[config.mk]
export PLATFORM = sky130hd
export DESIGN_NAME = ldtu_hamm_ofifo_param
export DESIGN_NICKNAME = d
export VERILOG_FILES = /design/src/rtl/ldtu_pkg.sv /design/src/rtl/ldtu_fifo_mem.sv /design/src/rtl/ldtu_hamm_ofifo_param.sv
export SDC_FILE = /design/constraint.sdc
export NUM_CORES = 1
export LEC_CHECK = 0
export ABC_AREA = 0
export CAP_MARGIN = 20
export CELL_PAD_IN_SITES_DETAIL_PLACEMENT = 0
export CELL_PAD_IN_SITES_GLOBAL_PLACEMENT = 1
export CORE_ASPECT_RATIO = 0.9
export CORE_UTILIZATION = 30
export CTS_BUF_LIST = sky130_fd_sc_hd__clkbuf_4
export CTS_CLUSTER_DIAMETER = 80
export DETAILED_ROUTE_END_ITERATION = 8
export MAX_ROUTING_LAYER = met4
export PLACE_DENSITY_LB_ADDON = 0.1
export SLEW_MARGIN = 10
export SYNTH_ARGS = -nofsm -noshare
export SYNTH_HDL_FRONTEND = slang
export SYNTH_SLANG_ARGS = --single-unit
[constraint.sdc]
create_clock -name CLK -period 4.95 [get_ports CLK]
set_input_delay 1.2375 -clock CLK [delete_from_list [all_inputs] [get_ports CLK]]
set_output_delay 1.2375 -clock CLK [all_outputs]
set_load 0.1 [all_outputs]
[src/rtl/ldtu_pkg.sv]
// Shared LiTe-DTU constants: Hamming word width, idle pattern and FIFO defaults.
package ldtu_pkg;

  localparam int              NBITS_HAM      = 38;
  localparam logic [37:0]     IDLE_WORD      = 38'h0040000000;
  localparam int              FIFO_DEPTH     = 16;
  localparam int              FIFO_PTR_BITS  = 4;
  localparam int              FIFO_AFULL_TH  = 12;
  localparam int              FIFO_AEMPTY_TH = 2;

endpackage

[src/rtl/ldtu_fifo_mem.sv]
// DEPTH x NBITS storage array: synchronous write, combinational read address.
module ldtu_fifo_mem #(
  parameter int NBITS    = 38,
  parameter int DEPTH    = 16,
  parameter int PTR_BITS = 4
) (
  input  logic                CLK,
  input  logic                we,
  input  logic [PTR_BITS-1:0] waddr,
  input  logic [NBITS-1:0]    wdata,
  input  logic [PTR_BITS-1:0] raddr,
  output logic [NBITS-1:0]    rdata
);

  logic [NBITS-1:0] mem [DEPTH];

  // Contents are never reset; the pointers decide what is valid.
  always_ff @(posedge CLK) begin
    if (we) mem[waddr] <= wdata;
  end

  assign rdata = mem[raddr];

endmodule

[src/rtl/ldtu_hamm_ofifo_param.sv]
// Output FIFO between the Hamming encoder and the serialiser: full-depth usage,
// occupancy count, threshold flags, sticky overflow/underflow, registered read port.
module ldtu_hamm_ofifo_param
  import ldtu_pkg::*;
#(
  parameter int               NBITS     = NBITS_HAM,
  parameter int               DEPTH     = FIFO_DEPTH,
  parameter int               PTR_BITS  = FIFO_PTR_BITS,
  parameter int               AFULL_TH  = FIFO_AFULL_TH,
  parameter int               AEMPTY_TH = FIFO_AEMPTY_TH,
  parameter logic [NBITS-1:0] IDLE_WORD = ldtu_pkg::IDLE_WORD
) (
  input  logic                CLK,
  input  logic                reset,
  input  logic                start_write,
  input  logic [NBITS-1:0]    data_input,
  input  logic                read_signal,
  input  logic                clr_flags,
  output logic [NBITS-1:0]    data_output,
  output logic                decode_signal,
  output logic                empty_signal,
  output logic                full_signal,
  output logic                almost_empty,
  output logic                almost_full,
  output logic [PTR_BITS:0]   count,
  output logic                overflow,
  output logic                underflow
);

  localparam logic [PTR_BITS:0] AFULL_C  = (PTR_BITS+1)'(AFULL_TH);
  localparam logic [PTR_BITS:0] AEMPTY_C = (PTR_BITS+1)'(AEMPTY_TH);

  logic [PTR_BITS:0]  wr_ptr;
  logic [PTR_BITS:0]  rd_ptr;
  logic [NBITS-1:0]   rd_data;
  logic               wr_acc;
  logic               rd_acc;

  // Extra wrap bit distinguishes full from empty when the addresses coincide.
  assign full_signal  = (wr_ptr[PTR_BITS] != rd_ptr[PTR_BITS]) &&
                        (wr_ptr[PTR_BITS-1:0] == rd_ptr[PTR_BITS-1:0]);
  assign empty_signal = (wr_ptr == rd_ptr);
  assign almost_full  = (count >= AFULL_C);
  assign almost_empty = (count <= AEMPTY_C);

  assign wr_acc = start_write & ~full_signal;
  assign rd_acc = read_signal & ~empty_signal;

  ldtu_fifo_mem #(
    .NBITS    (NBITS),
    .DEPTH    (DEPTH),
    .PTR_BITS (PTR_BITS)
  ) u_mem (
    .CLK   (CLK),
    .we    (wr_acc),
    .waddr (wr_ptr[PTR_BITS-1:0]),
    .wdata (data_input),
    .raddr (rd_ptr[PTR_BITS-1:0]),
    .rdata (rd_data)
  );

  always_ff @(posedge CLK or posedge reset) begin
    if (reset) begin
      wr_ptr        <= '0;
      rd_ptr        <= '0;
      count         <= '0;
      data_output   <= IDLE_WORD;
      decode_signal <= 1'b0;
      overflow      <= 1'b0;
      underflow     <= 1'b0;
    end else begin
      if (wr_acc) wr_ptr <= wr_ptr + 1'b1;

      if (rd_acc) begin
        rd_ptr        <= rd_ptr + 1'b1;
        data_output   <= rd_data;
        decode_signal <= 1'b1;
      end else begin
        data_output   <= IDLE_WORD;
        decode_signal <= 1'b0;
      end

      case ({wr_acc, rd_acc})
        2'b10:   count <= count + 1'b1;
        2'b01:   count <= count - 1'b1;
        default: count <= count;
      endcase

      // A new error event in the same cycle as a clear keeps the flag set.
      if (start_write & full_signal) overflow <= 1'b1;
      else if (clr_flags)            overflow <= 1'b0;

      if (read_signal & empty_signal) underflow <= 1'b1;
      else if (clr_flags)             underflow <= 1'b0;
    end
  end

endmodule

==> flow_metrics.py, run 1 <==
metrics = {
    "grt": {
        "gr-usage-all-layers": 0.1641,
        "antenna_violations_before_repair": 5,
        "grt_max_degree": 121,
        "grt_remaining_overflow": 0,
        "number_of_global_route_vias_before_repair": 13147,
        "grt_pass1_wl_microns": 94320,
    },
    "drt": {
        "detailedRoute.firstIterationViolations": 930,
        "routed-via-count": 12345,
        "vias_per_cell": 4.837,
        "wire_per_inst_microns": 25.63,
        "remaining_drc_errors": 0,
        "routed_wirelength_microns": 65400,
        "drt_first_pass_iters": 5,
        "route.antenna.remaining_nets": 0,
    },
    "sta": {
        "finalMaxSlewViolations": 0,
        "max_slew_margin": 0.3071,
        "grt_setup_unrepaired": "false",
        "fmax_mhz": 233.6,
        "finalHoldViolCount": 0,
        "fin_crit_sh": 0.8647,
        "setup_tns_ns": 0,
        "finalSetupViolations": 0,
        "timing.final.crit_period_ns": 4.280,
        "final.setup.worst_slack_ns": 0.6697,
        "worst_max_slew_pin_slew_ns": 1.037,
        "skew_ns": 0.08025,
    },
    "placement": {
        "place_ws_ns": 1.250,
        "detailedPlacementHpwl_microns": 37080,
        "io_buffer_count": 92,
        "gp_routability_congestion": 0.7197,
        "dpl-instance-area_sq_um": 27260,
    },
    "setup_path": {
        "worst_ep_arrival_time_ns": 3.04,
        "cp-end-kind": "output pin",
        "cp_cell_sequence": "a2111oi_2 > clkdlybuf4s50_1",
        "worstSetupPathType": "flop to output pin",
        "startpoint_kind_of_the_worst_setup_timing_path": "flop",
        "worst_path_largest_cell_delay_ns": 1.19,
        "r2r_cells": 5,
        "data_required_time_at_the_worst_endpoint_ns": 3.71,
        "crit_fanout": 10,
        "crit_path_top_delay_cell": "clkdlybuf4s50_1",
    },
    "synthesis": {
        "ys.flop_type": "edfxtp_1",
        "leading_area_contributor_after_synthesis": "edfxtp_1",
        "synth_cell_types": 37,
        "number_of_synthesized_flops_with_an_enable_pin": 608,
        "netlist_area_sq_um": 24870,
        "synthesized_flop_and_latch_total": 664,
        "post_synth.cell_area_avg_sq_um": 22.86,
        "synth_nets": 1139,
        "synth_warnings": 0,
        "netlist_top_cells_area": "edfxtp_1 73%, mux4_2 14%, dfrtp_1 5.5%",
        "synth_seq_area_share": 0.7905,
        "netlist_instances": 1088,
        "netlist.area_leader.share": 0.7341,
        "postSynth.asyncResetShare": 0.08434,
    },
    "final_layout": {
        "drive_above_1_share": 0.3535,
        "stdcell_area_sq_um": 29700,
        "final_util": 0.3644,
        "sequential_cell_area_sq_um": 19670,
        "multi_input_area_sq_um": 4940,
        "count_of_nets_after_finishing": 1385,
        "area_growth_syn_to_layout_pct": 19.40,
        "num-fill-cells": 7589,
    },
    "floorplanning": {
        "effective_utilization_at_floorplan": 0.3051,
        "core_box_area_sq_um": 81510,
        "floorplan_die_area_sq_um": 84060,
        "rows": 99,
        "die-height_microns": 275.2,
        "die_width_microns": 305.5,
        "ioPinCount": 93,
    },
    "flow_run": {
        "max_cap_viol_count": 0,
    },
    "worst_hold_path": {
        "min_path_cells": 1,
        "classification_of_the_worst_slack_hold_path": "flop to flop",
    },
    "clock_tree": {
        "postCtsHoldBufs": 0,
        "tritoncts": "built",
        "cts_root_buffer": "clkbuf_4",
        "tritoncts.num_buffers": 180,
        "cts-htree-levels": 4,
        "cts_sinks": 664,
        "worst_skew_pair_later_pin_latency_ns": 1.01,
        "clk_pin_slew_ns": 0.06,
        "cts_resized": 0,
        "postCtsSetupRepairBufs": 0,
        "cts_buffer_depth": 3,
    },
    "power_and_ir_drop": {
        "p_per_area_nw_per_um2": 604.0,
        "p_leak_nw": 9.747,
        "peakVddDrop_uv": 432.9,
    },
    "outcome": {
        "outcome": "finished, final reports clean",
    },
}
-- cells in the mapped netlist, drive strengths merged, types with 3 or more instances --
library cell,count
xnor2,8
nand4,3
mux4,152
ha,8
a21oi,44
mux2,3
and2,5
xor2,12
a22oi,78
nor2,5
and3,12
o21ai,3
edfxtp,608
clkbuf,28
inv,6
dfrtp,55
buf,32
nor2b,6
-- routing by layer --
metal	share of wire	routed length (microns)	global-route usage
met5	0	0	-
met3	0.060	3918	0.04460
met1	0.48	31540	0.2306
met4	0.016	1064	0.05369
met2	0.44	28880	0.2289
-- layout make-up --
class,instances,share of cell area
sequential,664,0.6623
multi-input combinational,358,0.1663
clock buffer,287,0.07255
tap,1060,0.04466
timing repair buffer,124,0.04399
clock inverter,46,0.008806
inverter,6,0.0008005
antenna,7,0.0005898
-- path summary, 6_finish.rpt --
check,startpoint,endpoint,slack [ns]
setup / recovery,count[2]$_DFFE_PP0P_,almost_empty,0.67
hold / removal,overflow$_DFFE_PP0P_,overflow$_DFFE_PP0P_,0.51
setup reg to reg,rd_ptr[1]$_DFFE_PP0P_,data_output[8]$_DFF_PP0_,2.06
hold reg to reg,overflow$_DFFE_PP0P_,overflow$_DFFE_PP0P_,0.51
max in group asynchronous,reset,data_output[20]$_DFF_PP0_,3.29
min in group asynchronous,reset,data_output[3]$_DFF_PP0_,0.71
-- worst max-delay path: cells and delay by family (launching register included) --
kind / cells / cell delay (ns)
buf+inv: 1 / 1.19
compound gates: 1 / 0.38
flops: 1 / 0.50
-- power breakdown --
part	internal, W	switching, W	leakage, nW	total [W]
clock	0.00274	0.00230	1.46	0.00504
sequential	0.00684	0.000261	6.20	0.00711
combinational	0.00202	0.00377	2.08	0.00579
total	0.0116	0.00633	9.75	0.0179
-- per-stage QoR --
stage	hold WS, ns	power (W)	cells
final	0.5145	0.01794	2552
after global routing	0.5259	0.01887	2551
after CTS	0.5139	0.01833	2545
after detailed placement	0.4969	0.01315	2212
after global placement	0.4917	0.01318	2212
after floorplan	0.4977	0.01117	1088
-- layout by cell type, fill, tap and decap left out, types with 11 or more instances in the layout --
| master | instances |
|---|---|
| clkinv_1 | 25 |
| buf_12 | 12 |
| mux4_2 | 152 |
| clkbuf_4 | 287 |
| a22oi_1 | 78 |
| a21oi_1 | 43 |
| dfrtp_1 | 53 |
| clkdlybuf4s50_1 | 90 |
| buf_4 | 22 |
| clkinv_2 | 11 |
| edfxtp_1 | 608 |
| xor2_1 | 12 |
| and3_2 | 12 |
-- cell families after synthesis --
family	share of synthesized area
mux	0.1390
fa+ha+maj	0.004025
compound gates	0.03592
simple gates	0.009760
flops	0.7905
xor+xnor	0.007043
buf+inv	0.01378
-- state kept, by name, summed over array words and instances (netlist names) --
name,count
data_output,38
wr_ptr,5
u_mem.mem,608
underflow,1
count,5
overflow,1
rd_ptr,5
decode_signal,1
(Power assumes the default switching activity.)
==> inputs of run 2 (changes only) <==
--- a/config.mk
+++ b/config.mk
@@ -11,4 +11,5 @@
 export CELL_PAD_IN_SITES_GLOBAL_PLACEMENT = 1
 export CORE_ASPECT_RATIO = 0.9
+export CORE_MARGIN = 8
 export CORE_UTILIZATION = 30
 export CTS_BUF_LIST = sky130_fd_sc_hd__clkbuf_4
@@ -17,4 +18,5 @@
 export MAX_ROUTING_LAYER = met4
 export PLACE_DENSITY_LB_ADDON = 0.1
+export SKIP_LAST_GASP = 1
 export SLEW_MARGIN = 10
 export SYNTH_ARGS = -nofsm -noshare
==> constraint.sdc (replaced) <==
create_clock -name CLK -period 4.95 [get_ports CLK]
set_input_delay 0.99 -clock CLK [delete_from_list [all_inputs] [get_ports CLK]]
set_output_delay 0.99 -clock CLK [all_outputs]
set_load 0.1 [all_outputs]
==> run 2 against run 1 <==
  * Wire length down 1.2%
  * Power up 0.31%
  * Die area up 9.9%
  * Register-to-register slack worse by 0.28 ns
  * Sequential cell count unchanged
  * Cell count up 0.67%
  * Non-clock buffer count up 5
  * Sequential share of layout area down 0.084 points
  * Maximum frequency up 6.2%
  * Critical path type unchanged
  * Critical endpoint unchanged
==> flow_metrics.py, run 2 (same netlist as run 1, synthesis figures left out) <==
metrics = {
    "floorplanning": {
        "die_width_microns": 319.5,
        "floorplan_die_area_sq_um": 92390,
        "effective_utilization_at_floorplan": 0.3016,
        "die-height_microns": 289.2,
        "rows": 100,
        "core_box_area_sq_um": 82450,
        "ioPinCount": 93,
    },
    "setup_path": {
        "cp_cell_sequence": "a2111oi_2 > clkdlybuf4s50_1",
        "worst_ep_arrival_time_ns": 3.04,
        "critPathTopFamily": "buffers and inverters",
        "data_required_time_at_the_worst_endpoint_ns": 3.96,
        "r2r_start": "rd_ptr[0]$_DFFE_PP0P_",
        "startpoint_kind_of_the_worst_setup_timing_path": "flop",
        "regToRegEndpoint": "count[4]$_DFFE_PP0P_",
        "cp-end-kind": "output pin",
        "r2r_cells": 11,
        "crit_path_top_delay_cell": "clkdlybuf4s50_1",
        "worst_path_largest_cell_delay_ns": 1.19,
        "critical_path.n_buffers_inverters": 1,
        "reg2reg_setup_slack_ns": 1.78,
        "worstSetupPathType": "flop to output pin",
        "crit_fanout": 10,
    },
    "placement": {
        "io_buffer_count": 92,
        "gp_routability_congestion": 0.7143,
        "detailedPlacementHpwl_microns": 35840,
    },
    "clock_tree": {
        "worst_skew_pair_later_pin_latency_ns": 0.98,
        "cts_buffer_depth": 3,
        "postCtsHoldBufs": 0,
        "cts_root_buffer": "clkbuf_4",
        "tritoncts": "built",
        "cts-htree-levels": 4,
        "tritoncts.num_buffers": 180,
        "cts_sinks": 664,
        "postCtsSetupRepairBufs": 0,
        "clk_pin_slew_ns": 0.07,
        "cts_resized": 0,
    },
    "final_layout": {
        "drive_above_1_share": 0.3528,
        "count_of_nets_after_finishing": 1390,
        "top_registers": "u_mem.mem x608, data_output x38",
        "most_common_cell_after_layout_fill_and_taps_aside": "edfxtp_1",
        "largest_register_ffs": 608,
        "area_growth_syn_to_layout_pct": 19.55,
        "registers.top_by_ff_count": "u_mem.mem",
        "most-common-layout-cells": "608 x edfxtp_1, 287 x clkbuf_4, 152 x mux4_2",
    },
    "outcome": {
        "outcome": "finished, final reports clean",
    },
    "grt": {
        "antenna_violations_before_repair": 6,
        "global_route.peak_usage_layer": "met2",
        "grt_max_degree": 113,
        "use_met3": 0.03853,
        "number_of_global_route_vias_before_repair": 13571,
        "gr-usage-all-layers": 0.1457,
        "fraction_of_met2_tracks_used_by_global_routing": 0.2118,
        "gr-usage-met1": 0.1985,
        "grt_pass1_wl_microns": 94800,
        "grt_remaining_overflow": 0,
    },
    "sta": {
        "timing.final.crit_period_ns": 4.030,
        "max_slew_margin": 0.3022,
        "grt_setup_unrepaired": "false",
        "finalHoldViolCount": 0,
        "fin_crit_sh": 0.8142,
        "finalMaxSlewViolations": 0,
        "setup_tns_ns": 0,
        "timing.hold.ws_ns": 0.4620,
        "fmax_mhz": 248.1,
        "skew_ns": 0.05578,
        "worst_max_slew_pin_slew_ns": 1.043,
        "finalSetupViolations": 0,
    },
    "drt": {
        "detailedRoute.firstIterationViolations": 859,
        "remaining_drc_errors": 0,
        "routed-via-count": 12216,
        "drt_first_pass_iters": 4,
        "wire_per_inst_microns": 25.15,
        "vias_per_cell": 4.755,
        "route.antenna.remaining_nets": 0,
        "routed_wirelength_microns": 64620,
    },
    "worst_hold_path": {
        "classification_of_the_worst_slack_hold_path": "primary input to asynchronous set/reset pin",
    },
    "power_and_ir_drop": {
        "peakVddDrop_uv": 328.1,
        "p_leak_nw": 9.772,
        "p_per_area_nw_per_um2": 605.1,
    },
    "flow_run": {
        "max_cap_viol_count": 0,
    },
}
-- run 2: changes by cell type in the layout (fill, tap and decap cells not counted) --
cell and delta:
buf_4 +12, buf_12 -7, clkinv_2 -6, clkinv_1 +5
bufinv_16 +3, inv_6 -2, clkinv_4 +1, clkinvlp_4 +1
inv_2 -1
-- run 2: per-stage QoR --
stage                     power [W]  instance area, sq um  cells    util  setup slack [ns]
after floorplan             0.01117                 24880   1088       -            0.9387
after global placement      0.01306                 27210   2227  0.3300             1.176
after detailed placement    0.01306                 27210   2227  0.3300             1.209
after CTS                   0.01836                 29700   2561  0.3602            0.7455
after global routing        0.01897                 29730   2567  0.3606            0.7201
final                       0.01799                 29730   2569  0.3606            0.9196
-- run 2: metal layers --
layer / share of wire / vias up
met1: 0.48 / 6510
met4: 0.019 / 0
met2: 0.45 / 337
met5: 0 / -
met3: 0.049 / 104
li1: - / 5265
-- run 2: layout make-up --
| cell class | instances | area, sq um |
|---|---|---|
| Fill cell | 7702 | 52720 |
| Timing Repair Buffer | 129 | 1256 |
| Clock buffer | 287 | 2155 |
| Sequential cell | 664 | 19670 |
| Inverter | 6 | 23.77 |
| Tap cell | 1071 | 1340 |
| Multi-Input combinational cell | 358 | 4940 |
| Antenna cell | 7 | 17.52 |
| Clock inverter | 47 | 335.3 |
-- run 2: where the power goes --
group | total, W | switching, W | internal [W]
Clock | 0.00519 | 0.00230 | 0.00289
Sequential | 0.00712 | 0.000272 | 0.00685
Combinational | 0.00569 | 0.00368 | 0.00201
Total | 0.0180 | 0.00625 | 0.0117
-- run 2: how the worst max path moves through the flow --
| stage | depth (start not counted) | slack (ns) | endpoint | from |
|---|---|---|---|---|
| 2_1_floorplan | 2 | 0.94 | almost_empty | count[2]$_DFFE_PP0P_ |
| 3_3_place_gp | 10 | 1.18 | count[4]$_DFFE_PP0P_ | start_write |
| 3_5_place_dp | 4 | 1.21 | u_mem.mem[1][21]$_DFFE_PP_ | start_write |
| 4_1_cts | 2 | 0.75 | almost_empty | count[2]$_DFFE_PP0P_ |
| 5_1_grt | 2 | 0.72 | almost_empty | count[2]$_DFFE_PP0P_ |
| 6_report | 2 | 0.92 | almost_empty | count[2]$_DFFE_PP0P_ |
